### config.mk
export PLATFORM = sky130hd
export DESIGN_NAME = arb8_rr_flat
export DESIGN_NICKNAME = d
export VERILOG_FILES = /design/src/rtl/arb8_rr_if.sv /design/src/rtl/arb8_rr.sv /design/src/flat_wrapper.sv
export SDC_FILE = /design/constraint.sdc
export NUM_CORES = 1
export LEC_CHECK = 0
export BUFFER_PORTS_ARGS = -buffer_cell sky130_fd_sc_hd__clkbuf_2
export CAP_MARGIN = 15
export CORE_AREA = 2 2 123 125
export CTS_BUF_LIST = sky130_fd_sc_hd__clkbuf_16
export DETAILED_ROUTE_END_ITERATION = 6
export DIE_AREA = 0 0 125 127
export SYNTH_ARGS = -nofsm -noshare
export SYNTH_HDL_FRONTEND = slang
export SYNTH_SLANG_ARGS = --single-unit
### constraint.sdc
create_clock -name clock -period 3.38 [get_ports clock]
set_input_delay 0.507 -clock clock [delete_from_list [all_inputs] [get_ports clock]]
set_output_delay 0.507 -clock clock [all_outputs]
set_load 0.005 [all_outputs]
### src/rtl/arb8_rr_if.sv
// arb8_rr_if: request/data/ack bundle from eight producers plus the shared
// valid/ready output channel of the round-robin arbiter.
interface arb8_rr_if;
  logic [7:0]   in_req;
  logic [255:0] in_data;
  logic [7:0]   in_lock;
  logic [7:0]   in_ack;
  logic         out_valid;
  logic         out_ready;
  logic [31:0]  out_data;
  logic [2:0]   out_sel;

  // arbiter side
  modport slave (
    input  in_req, in_data, in_lock, out_ready,
    output in_ack, out_valid, out_data, out_sel
  );

  // producer/consumer side
  modport master (
    output in_req, in_data, in_lock, out_ready,
    input  in_ack, out_valid, out_data, out_sel
  );
endinterface

### src/rtl/arb8_rr.sv
// arb8_rr: 8-way round-robin arbiter steering one 32-bit word through a
// registered-select mux8 onto a valid/ready channel, acking each accepted beat.
// Optional feature macro: ARB8_LOCK_EN (grant held across beats while the
// grantee's in_lock bit is set). Default build ignores in_lock.
//
// state | meaning
// ------+---------------------------------------------------------------
// IDLE  | no grant; out_valid low; arbitrate on any request
// BUSY  | out_sel holds the grantee; out_valid high until accept/withdraw
module arb8_rr (
  input  logic      clock,
  input  logic      reset,
  arb8_rr_if.slave  bus
);

  typedef enum logic {IDLE = 1'b0, BUSY = 1'b1} state_t;

  state_t     state_q, state_d;
  logic [2:0] ptr_q, ptr_d;
  logic [2:0] sel_q, sel_d;
  logic [7:0] req_masked;
  logic [7:0] ack;
  logic       accept;
  logic       lock_hold;

  // First asserted request scanning base, base+1, ... base+7 (mod 8).
  function automatic logic [2:0] rr_pick(input logic [7:0] req,
                                         input logic [2:0] base);
    logic [2:0] idx;
    logic [2:0] win;
    win = base;
    for (int k = 7; k >= 0; k--) begin
      idx = base + k[2:0];
      if (req[idx]) win = idx;
    end
    return win;
  endfunction

`ifdef ARB8_LOCK_EN
  assign lock_hold = bus.in_lock[sel_q];
`else
  logic lock_unused;
  assign lock_unused = ^bus.in_lock;
  assign lock_hold   = 1'b0;
`endif

  // State, pointer and select registers.
  always_ff @(posedge clock) begin
    if (reset) begin
      state_q <= IDLE;
      ptr_q   <= 3'd0;
      sel_q   <= 3'd0;
    end else begin
      state_q <= state_d;
      ptr_q   <= ptr_d;
      sel_q   <= sel_d;
    end
  end

  // Next-state, re-arbitration on accept, and ack generation.
  always_comb begin
    state_d    = state_q;
    ptr_d      = ptr_q;
    sel_d      = sel_q;
    ack        = '0;
    accept     = 1'b0;
    req_masked = bus.in_req;
    case (state_q)
      IDLE: begin
        if (|bus.in_req) begin
          sel_d   = rr_pick(bus.in_req, ptr_q);
          state_d = BUSY;
        end
      end
      BUSY: begin
        accept = bus.out_ready && !reset;
        if (accept) begin
          ack = 8'd1 << sel_q;
          // A locked grantee keeps the channel; pointer and select stay put.
          if (!lock_hold) begin
            ptr_d             = sel_q + 3'd1;
            req_masked[sel_q] = 1'b0;
            if (|req_masked) begin
              sel_d = rr_pick(req_masked, ptr_d);
            end else begin
              state_d = IDLE;
            end
          end
        end else if (!bus.in_req[sel_q]) begin
          // Withdrawn before acceptance: drop the grant, no ack, ptr kept.
          state_d = IDLE;
        end
      end
      default: state_d = IDLE;
    endcase
  end

  assign bus.in_ack    = ack;
  assign bus.out_valid = (state_q == BUSY) && !reset;
  assign bus.out_sel   = sel_q;
  assign bus.out_data  = bus.in_data[{sel_q, 5'b0} +: 32];

`ifndef SYNTHESIS
  // Ack is one-hot and only ever accompanies a valid beat.
  a_ack_onehot: assert property (@(posedge clock) $onehot0(bus.in_ack));
  a_ack_valid:  assert property (@(posedge clock)
                                 (|bus.in_ack) |-> bus.out_valid);
`endif

endmodule

### src/flat_wrapper.sv
// flat-port wrapper written by rule: the top's interface ports become plain ports
module arb8_rr_flat 
  (clock, reset, bus_in_req, bus_in_data, bus_in_lock, bus_out_ready, bus_in_ack, bus_out_valid, bus_out_data, bus_out_sel);
  arb8_rr_if bus_i ();
  input  logic clock;
  input  logic reset;
  input wire logic [$bits(bus_i.in_req)-1:0] bus_in_req;
  input wire logic [$bits(bus_i.in_data)-1:0] bus_in_data;
  input wire logic [$bits(bus_i.in_lock)-1:0] bus_in_lock;
  input wire logic [$bits(bus_i.out_ready)-1:0] bus_out_ready;
  output wire logic [$bits(bus_i.in_ack)-1:0] bus_in_ack;
  output wire logic [$bits(bus_i.out_valid)-1:0] bus_out_valid;
  output wire logic [$bits(bus_i.out_data)-1:0] bus_out_data;
  output wire logic [$bits(bus_i.out_sel)-1:0] bus_out_sel;
  assign bus_i.in_req = bus_in_req;
  assign bus_i.in_data = bus_in_data;
  assign bus_i.in_lock = bus_in_lock;
  assign bus_i.out_ready = bus_out_ready;
  assign bus_in_ack = bus_i.in_ack;
  assign bus_out_valid = bus_i.out_valid;
  assign bus_out_data = bus_i.out_data;
  assign bus_out_sel = bus_i.out_sel;
  arb8_rr u_core (.clock(clock), .reset(reset), .bus(bus_i));
endmodule
* Word-level counts from Yosys, hierarchy flattened
Cells that the tools add are included.
** Storage, ports and cells
- Logic and storage cells :: 115
- Output and inout bits :: 44
- Input port bits :: 275
- Flip-flop bits (word level) :: 7
** Cells by class
- Muxes and demuxes :: 63
- Shift operators :: 2
- Equal/unequal tests :: 3
- Magnitude comparators :: 18
- $add $sub $neg :: 15
- Reductions and logical operators :: 8
- Bitwise logic cells :: 3
** Operators by type and width (count)
- 256-bit by 9-bit variable part select with 32-bit output :: 1
- 3-bit by 4-bit less-than comparator with 1-bit output (second input constant) :: 17
- 3-bit two-way mux :: 19
- 1-bit binary-select mux with 3-bit select :: 17
- 3-bit adder (second input constant) :: 8
- 1-bit two-way mux :: 22
- 8-bit two-way mux :: 2
- 8-bit OR reduction :: 2
- 3-bit by 2-bit adder with 3-bit output (second input constant) :: 4
- 3-bit by 1-bit adder with 3-bit output (second input constant) :: 3
- 8-bit bitwise AND :: 1
- 8-bit NOT :: 1
- 1-bit by 3-bit left shift with 8-bit output (first input constant) :: 1
- 3-bit case mux with 2 select lines :: 1
- 2-bit inequality test (second input constant) :: 2
- 1-bit demux with 3-bit select :: 1
- 3-bit by 1-bit >= comparator with 1-bit output (second input constant) :: 1
- 1-bit logical AND :: 3
- 3-bit AND reduction :: 1
- 2-bit by 1-bit inequality test with 1-bit output (second input constant) :: 1
- 1-bit case mux with 2 select lines :: 1
- 2-bit AND reduction :: 1
- 1-bit zero test :: 1
- 1-bit NOT :: 1

* Longest topological paths before layout
Gate-level depths: netlist of run 1.
- Word-level depth :: 19
- Mapped depth :: 13
- Mapped depth without buffers :: 9

* Worst setup path before layout of run 1
Ideal clock, no wire load.
- Kind :: register to register
- From :: register u_core.sel_q[0], in the netlist u_core.bus.out_sel[0]
- To :: register u_core.sel_q[1], in the netlist u_core.bus.out_sel[1]
- Setup time :: 88 ps
- Setup slack :: 44 ps
- Cell stages (with the launch flop) :: 11
- Arrival :: 3248 ps
- Clock period less this slack :: 3336 ps
- Data required time :: 3292 ps
- Buffers on the path :: 3
- Path through :: dfxtp_1 buf_6 buf_8 inv_2 buf_1 ha_1 xnor2_1 mux4_2 o41ai_2 mux2_1 a311oi_2
** Between the ends
- Word-level cells in the longest chain between the ends :: 19
- Elaborated cells between the ends (all ways) :: 45
- Those cells by class :: 8 x add/sub; 2 x order compare; 1 x eq/ne; 29 x mux; 2 x bitwise; 3 x reduce/logical
** Ends and longest elaborated chain
- from (decl) :: line arb8_rr.sv:20 : logic [2:0] sel_q, sel_d;
- from (signal assigned) :: line arb8_rr.sv:56 : sel_q <= sel_d;
- 3-bit by 4-bit less-than comparator with 1-bit output (not written as such) or 3-bit by 1-bit >= comparator with 1-bit output (tied branches) :: line arb8_rr.sv:82 : req_masked[sel_q] = 1'b0;
- 1-bit logical AND (not written as such) :: line arb8_rr.sv:82
- 1-bit two-way mux (not written as such) :: line arb8_rr.sv:82
- 1-bit demux with 3-bit select
- 8-bit NOT (no source line)
- 8-bit bitwise AND (no source line)
- 1-bit binary-select mux with 3-bit select :: line arb8_rr.sv:34 : if (req[idx]) win = idx;
- 1-bit two-way mux (not written as such) :: line arb8_rr.sv:34
- 3-bit two-way mux (8 in a row) :: line arb8_rr.sv:34
- 3-bit two-way mux :: line arb8_rr.sv:83 : if (|req_masked) begin
- 3-bit two-way mux :: line arb8_rr.sv:77 : if (accept) begin
- 3-bit case mux with 2 select lines :: line arb8_rr.sv:68 : case (state_q)
Several ways; a longest one is shown, not always the timed one. The select of a mux whose other input is x is not followed.
A chain may end at the register's enable or synchronous reset.

* Worst setup path in the final report of run 1
- From :: register u_core.sel_q[1], in the netlist u_core.bus.out_sel[1]
- To :: output port bus_out_data[14]
** Between the ends
- Word-level cells in the longest chain between the ends :: 1
** Ends and longest elaborated chain
- 256-bit by 9-bit variable part select with 32-bit output :: line arb8_rr.sv:101 : assign bus.out_data = bus.in_data[{sel_q, 5'b0} +: 32];
- to (decl) :: line flat_wrapper.sv:13 : output wire logic [$bits(bus_i.out_data)-1:0] bus_out_data;
No other way between the ends.

==> flow_summary.toml, run 1 <==
[job]
maxCapViolations = 0

[cts]
ctsHoldBuffers = 0
cts_tree = "yes"
tritoncts_buffer_count = 3
worst_setup_hold_path_clk_slew_ns = 0.04
worst_skew_pair.late_latency_ns = 0.23
cts.repair_timing.setup_buffer_count = 0
clock-sinks = 7
cts.htree.levels = 1
root_buffer = "clkbuf_16"
cts.repair.resized = 0
cts-root-to-sink-buffers = 2

[status]
outcome = "complete, no violations"

[worst_setup_path]
signal_arrival_time_at_the_worst_endpoint_ns = 2.50
crit_type = "flop to primary output"
cp_max_fo = 16
r2r.worst_path.cells = 8
endpoint_kind = "primary output"
critPathLaunchType = "flop"
timing.critical_path.required_ns = 2.87

[cells_and_area]
most_common_cell_after_layout_fill_and_taps_aside = "clkbuf_2"
finalNonFillerCells = 974
design.final.nets = 1074
layout_common_cells = "clkbuf_2, a22oi_1, buf_4"
drive_above_1_share_pct = 50.8
area.growth.synth_to_final_pct = 51.0
num-fill-cells = 1598
finalCoreUtilization_pct = 39.7

[sta]
timing.final.hold_violations = 0
grt_setup_unrepaired = "no"
tightest_pin_transition_ns = 0.914
period_share_pct = 88.9
fin_worst_skew_ns = 0.00341
setup_violations = 0
final.hold.worst_slack_ns = 0.570
slew_headroom_pct = 39.0
period_needed_ns = 3.01
final_max_slew_viol_count = 0
timing.setup.tns_ns = 0
fmaxAchievable_ghz = 0.333

[global_route]
pin_count_of_the_biggest_net_entering_global_routing = 30
grt_pass1_wl_mm = 33.9
overflow = 0
first_global_vias = 5451
groute.usage.overall_pct = 27.8
antenna_found_initial = 6

[yosys]
synth_nets = 774
post_synth_num_cell_types = 66
synth.ff_latch_count = 7
synth_flop_cell = "dfxtp_1"
synth_async_reset_ratio_pct = 0
synth.cell_area_um2 = 3790
yosysSeqAreaShare_pct = 3.69
syn_avg_cell_area_um2 = 7.74
synth_enable_flop_cells = 0
postSynthCellCount = 490
yosysWarnings = 0

[floorplan]
die_wd_um = 125
starting_density_of_the_core_pct = 26.3
fp-row-count = 44
die_h_um = 127
boundaryPins = 319
fp.dieArea_um2 = 15900
core_area_um2 = 14400

[drt]
final_antenna_net_count = 0
detail_route.drc_violations = 0
drt_pre_antenna_iters = 5
vias_per_cell = 5.87
vias = 5718
final_wl_mm = 23.3
avgRoutedWirePerCell_um = 24.0
detail_route.iter0.violations = 661

[power_and_ir_drop]
leakagePower_nw = 2.76
max-vdd-ir-drop_mv = 0.227
power_density_nw_per_um2 = 593

[place]
dpl.cell_count = 969
gp_congestion = 0.904
dp.final_hpwl_mm = 19.8
port-buffer-count = 310

[hold_path]
min_path_type = "primary input to flop"
hold_path_stages = 2
==> synthesized netlist by cell type, types with 7 or more instances <==
master    count  share of area, %
a22oi_1      80                16
clkbuf_1     35               3.5
nor2_1       28               2.8
nand3_1      24               3.2
a221oi_1     23               5.3
mux2i_1      22               5.8
nand2_1      21               2.1
a21oi_1      18               2.4
mux4_2       18                11
mux2_2       15               4.5
nand4_1      14               2.3
a22o_1       13               3.0
and3_1       13               2.1
inv_1        13               1.3
ha_1          9               3.0
nor3_1        9               1.2
nor4_1        9               1.5
buf_2         7              0.92
dfxtp_1       7               3.7
o21ai_0       7              0.92
==> cells by family after synthesis <==
logic type / Yosys count / share of synthesized area [%]
AO/OA/AOI/OAI: 197 / 39.4
XOR/XNOR: 9 / 3.26
adder cells (fa/ha/maj): 9 / 2.97
buffers and inverters: 66 / 7.95
flip-flops: 7 / 3.69
multiplexers: 58 / 22.6
AND/OR/NAND/NOR: 144 / 20.1
==> through the flow <==
step	worst slack, ns	area (µm²)	power, W
after detailed placement	0.433	5650	0.00319
after global routing	0.198	5730	0.00367
final	0.374	5730	0.00340
after floorplan	0.0435	3790	0.00203
after CTS	0.366	5730	0.00341
after global placement	0.440	5650	0.00320
==> sequential cells by signal (all words and copies together) (netlist names) <==
| name | count |
|---|---|
| u_core.bus.out_sel | 3 |
| u_core.state_q | 1 |
| u_core.ptr_q | 3 |
==> where the power goes <==
group / internal, W / total (W) / switching (W)
logic: 0.00132 / 0.00308 / 0.00176
clock network: 0.000154 / 0.000203 / 0.0000492
registers: 0.000100 / 0.000120 / 0.0000199
total: 0.00158 / 0.00340 / 0.00182
==> routing by layer <==
layer,vias to the layer above,share of wire (%),GRT usage [%]
met5,-,0.28,0
met4,10,3.2,7.65
met3,38,8.2,5.07
met2,332,52,51.2
met1,2729,36,33.2
li1,2609,-,-
==> path summary, 6_finish.rpt <==
path / slack (ns) / startpoint / to
max: 0.37 / u_core.bus.out_sel[1]$_SDFFE_PP0P_ / bus_out_data[14]
min: 0.57 / reset / u_core.bus.out_sel[1]$_SDFFE_PP0P_
max reg2reg: 0.41 / u_core.bus.out_sel[1]$_SDFFE_PP0P_ / u_core.bus.out_sel[1]$_SDFFE_PP0P_
min reg2reg: 0.65 / u_core.ptr_q[1]$_SDFFE_PP0P_ / u_core.ptr_q[1]$_SDFFE_PP0P_
==> critical path: stages (launching register included) <==
cell and delay, ns:
dfxtp_1 0.38, buf_4 0.24, nand2b_1 0.15, nor2_2 0.72
buf_4 0.33, a22oi_1 0.09, nand4_1 0.17, clkbuf_2 0.17
==> area by class of cell <==
type | count | area [µm²] | share of cell area, %
flip-flops and latches | 7 | 141 | 2.47
diodes | 1 | 2.50 | 0.0437
repair buffers | 347 | 1850 | 32.4
inverters | 14 | 52.6 | 0.917
multi-input cells | 417 | 3370 | 58.8
well taps | 184 | 230 | 4.02
clock inverters | 1 | 3.75 | 0.0655
clock buffers | 3 | 75.1 | 1.31
Note: power is estimated with default switching activity, not from simulation.
==> run 2, diff against run 1 <==
--- a/config.mk
+++ b/config.mk
@@ -7,10 +7,10 @@
 export LEC_CHECK = 0
 export BUFFER_PORTS_ARGS = -buffer_cell sky130_fd_sc_hd__clkbuf_2
 export CAP_MARGIN = 15
-export CORE_AREA = 2 2 123 125
-export CTS_BUF_LIST = sky130_fd_sc_hd__clkbuf_16
+export CORE_AREA = 2 2 125 127
+export CTS_BUF_LIST = sky130_fd_sc_hd__clkbuf_8
 export DETAILED_ROUTE_END_ITERATION = 6
-export DIE_AREA = 0 0 125 127
+export DIE_AREA = 0 0 127 129
 export SYNTH_ARGS = -nofsm -noshare
 export SYNTH_HDL_FRONTEND = slang
 export SYNTH_SLANG_ARGS = --single-unit
==> constraint.sdc (replaced) <==
create_clock -name clock -period 3.25 [get_ports clock]
set_input_delay 0.4875 -clock clock [delete_from_list [all_inputs] [get_ports clock]]
set_output_delay 0.4875 -clock clock [all_outputs]
set_load 0.005 [all_outputs]
==> run 2 against run 1 <==
  * Highest routed layer unchanged
  * Register-to-register slack lost 0.23 ns
  * Sequential share of layout area is essentially flat
  * Critical path type unchanged
  * Global-route usage shrank 0.89 points
  * Final area shrank 0.28%
  * Worst hold slack lost 0.014 ns
  * Non-clock buffer count shrank 5
  * Core utilization shrank 1.6 points
  * Largest cell class unchanged
  * Clock skew shrank 0.0031 ns
==> flow_summary.toml, run 2 (synthesis results as in run 1) <==
[global_route]
grt_pass1_wl_mm = 32.8
antenna_found_initial = 6
grt_util_met1_pct = 39.0
global_route.usage.met3_pct = 9.27
pin_count_of_the_biggest_net_entering_global_routing = 34
grtUsageMet2_pct = 39.0
first_global_vias = 5056
groute.usage.overall_pct = 26.9
global_route.peak_usage_layer = "met1"
overflow = 0

[power_and_ir_drop]
max-vdd-ir-drop_mv = 0.207
power_density_nw_per_um2 = 625
leakagePower_nw = 2.73

[cts]
worst_setup_hold_path_clk_slew_ns = 0.04
cts-root-to-sink-buffers = 2
cts_tree = "yes"
clock-sinks = 7
ctsHoldBuffers = 0
cts.repair_timing.setup_buffer_count = 0
root_buffer = "clkbuf_8"
worst_skew_pair.late_latency_ns = 0.22
cts.htree.levels = 1
tritoncts_buffer_count = 3
cts.repair.resized = 0

[status]
outcome = "complete, no violations"

[worst_setup_path]
cp_top_family = "simple AND/OR/NAND/NOR gates"
timing.critical_path.cells = "buf_12, nand2b_1, nor2_2, buf_4, a22oi_1, nand4_1, clkbuf_2"
crit_buf_inv = 3
timing.critical_path.required_ns = 2.76
critical_path.max_stage_delay_ns = 0.76
cp_max_fo = 30
signal_arrival_time_at_the_worst_endpoint_ns = 2.58
crit_path_top_delay_cell = "nor2_2"
crit_type = "flop to primary output"
critPathLaunchType = "flop"
endpoint_kind = "primary output"

[cells_and_area]
most_common_cell_after_layout_fill_and_taps_aside = "clkbuf_2"
area.growth.synth_to_final_pct = 50.6
finalCoreUtilization_pct = 38.2
design_area_um2 = 5710
design.final.nets = 1069
layout_common_cells = "clkbuf_2, a22oi_1, buf_4"
drive_above_1_share_pct = 50.8

[hold_path]
min_path_type = "primary input to flop"

[sta]
final_max_slew_viol_count = 0
fin_worst_skew_ns = 0.000285
timing.final.hold_violations = 0
tightest_pin_transition_ns = 0.966
grt_setup_unrepaired = "no"
setup_violations = 0
slew_headroom_pct = 35.5
period_needed_ns = 3.07
fmaxAchievable_ghz = 0.326
period_share_pct = 94.3
timing.setup.tns_ns = 0

[job]
maxCapViolations = 0

[floorplan]
core_area_um2 = 15000
starting_density_of_the_core_pct = 25.3
fp-row-count = 45
die_h_um = 129
fp.dieArea_um2 = 16400
boundaryPins = 319
die_wd_um = 127

[drt]
detail_route.drc_violations = 0
drt_pre_antenna_iters = 5
detail_route.iter0.violations = 776
avgRoutedWirePerCell_um = 24.3
final_antenna_net_count = 0
final_wl_mm = 23.7
vias = 5674
vias_per_cell = 5.83

[place]
postPlaceCellArea_um2 = 5660
dp.final_hpwl_mm = 20.1
port-buffer-count = 310
gp_congestion = 0.976
==> run 2: cell types whose count changed in the layout (fill, tap and decap cells not counted) <==
cell,before,now
buf_4,35,27
buf_12,2,5
clkbuf_16,3,0
clkbuf_8,0,3
diode_2,1,2
ha_1,9,8
ha_2,0,1
xnor2_1,4,3
xnor2_2,0,1
==> run 2: worst paths after layout <==
| check | slack, ns | endpoint | startpoint | cells past startpoint |
|---|---|---|---|---|
| worst max-delay path | 0.18 | bus_out_data[15] | u_core.bus.out_sel[1]$_SDFFE_PP0P_ | 7 |
| worst min-delay path | 0.56 | u_core.bus.out_sel[1]$_SDFFE_PP0P_ | reset | 2 |
| worst max register to register | 0.18 | u_core.bus.out_sel[1]$_SDFFE_PP0P_ | u_core.bus.out_sel[1]$_SDFFE_PP0P_ | 8 |
| worst min register to register | 0.60 | u_core.ptr_q[1]$_SDFFE_PP0P_ | u_core.ptr_q[1]$_SDFFE_PP0P_ | 2 |
==> run 2: area by class of cell <==
| class | count | area (µm²) |
|---|---|---|
| sequential | 7 | 141 |
| tap | 188 | 235 |
| inverter | 14 | 52.6 |
| timing repair buffer | 342 | 1850 |
| antenna | 2 | 5.00 |
| multi-input combinational | 417 | 3380 |
| clock buffer | 3 | 41.3 |
| clock inverter | 1 | 3.75 |
| fill | 1668 | 9260 |
==> run 2: through the flow <==
stage	worst slack (ns)	total power [W]	std cells	hold slack [ns]
finish	0.184	0.00357	974	0.556
CTS	0.190	0.00351	972	0.546
detailed placement	0.215	0.00338	968	0.584
global placement	0.217	0.00337	968	0.588
global route	0.0357	0.00382	973	0.545
floorplan	0.00272	0.00212	490	0.555
==> run 2: routing by layer <==
| metal | wire (µm) | part of all wire (%) |
|---|---|---|
| met5 | 52 | 0.22 |
| met4 | 345 | 1.5 |
| met3 | 3170 | 13 |
| met2 | 10100 | 43 |
| met1 | 10000 | 42 |
==> run 2: worst reg2reg max path, stage by stage (launching register included) <==
cell      delay [ns]
dfxtp_1         0.36
inv_1           0.14
ha_2            0.49
xor2_4          0.32
mux4_2          0.59
and3_1          0.18
o41ai_2         0.30
mux2_1          0.39
a311oi_2        0.20
==> run 2: power breakdown <==
group | internal [W] | total, W | switching (W)
Sequential | 0.000104 | 0.000139 | 0.0000341
Clock | 0.0000817 | 0.000120 | 0.0000379
Combinational | 0.00141 | 0.00331 | 0.00191
Total | 0.00159 | 0.00357 | 0.00198
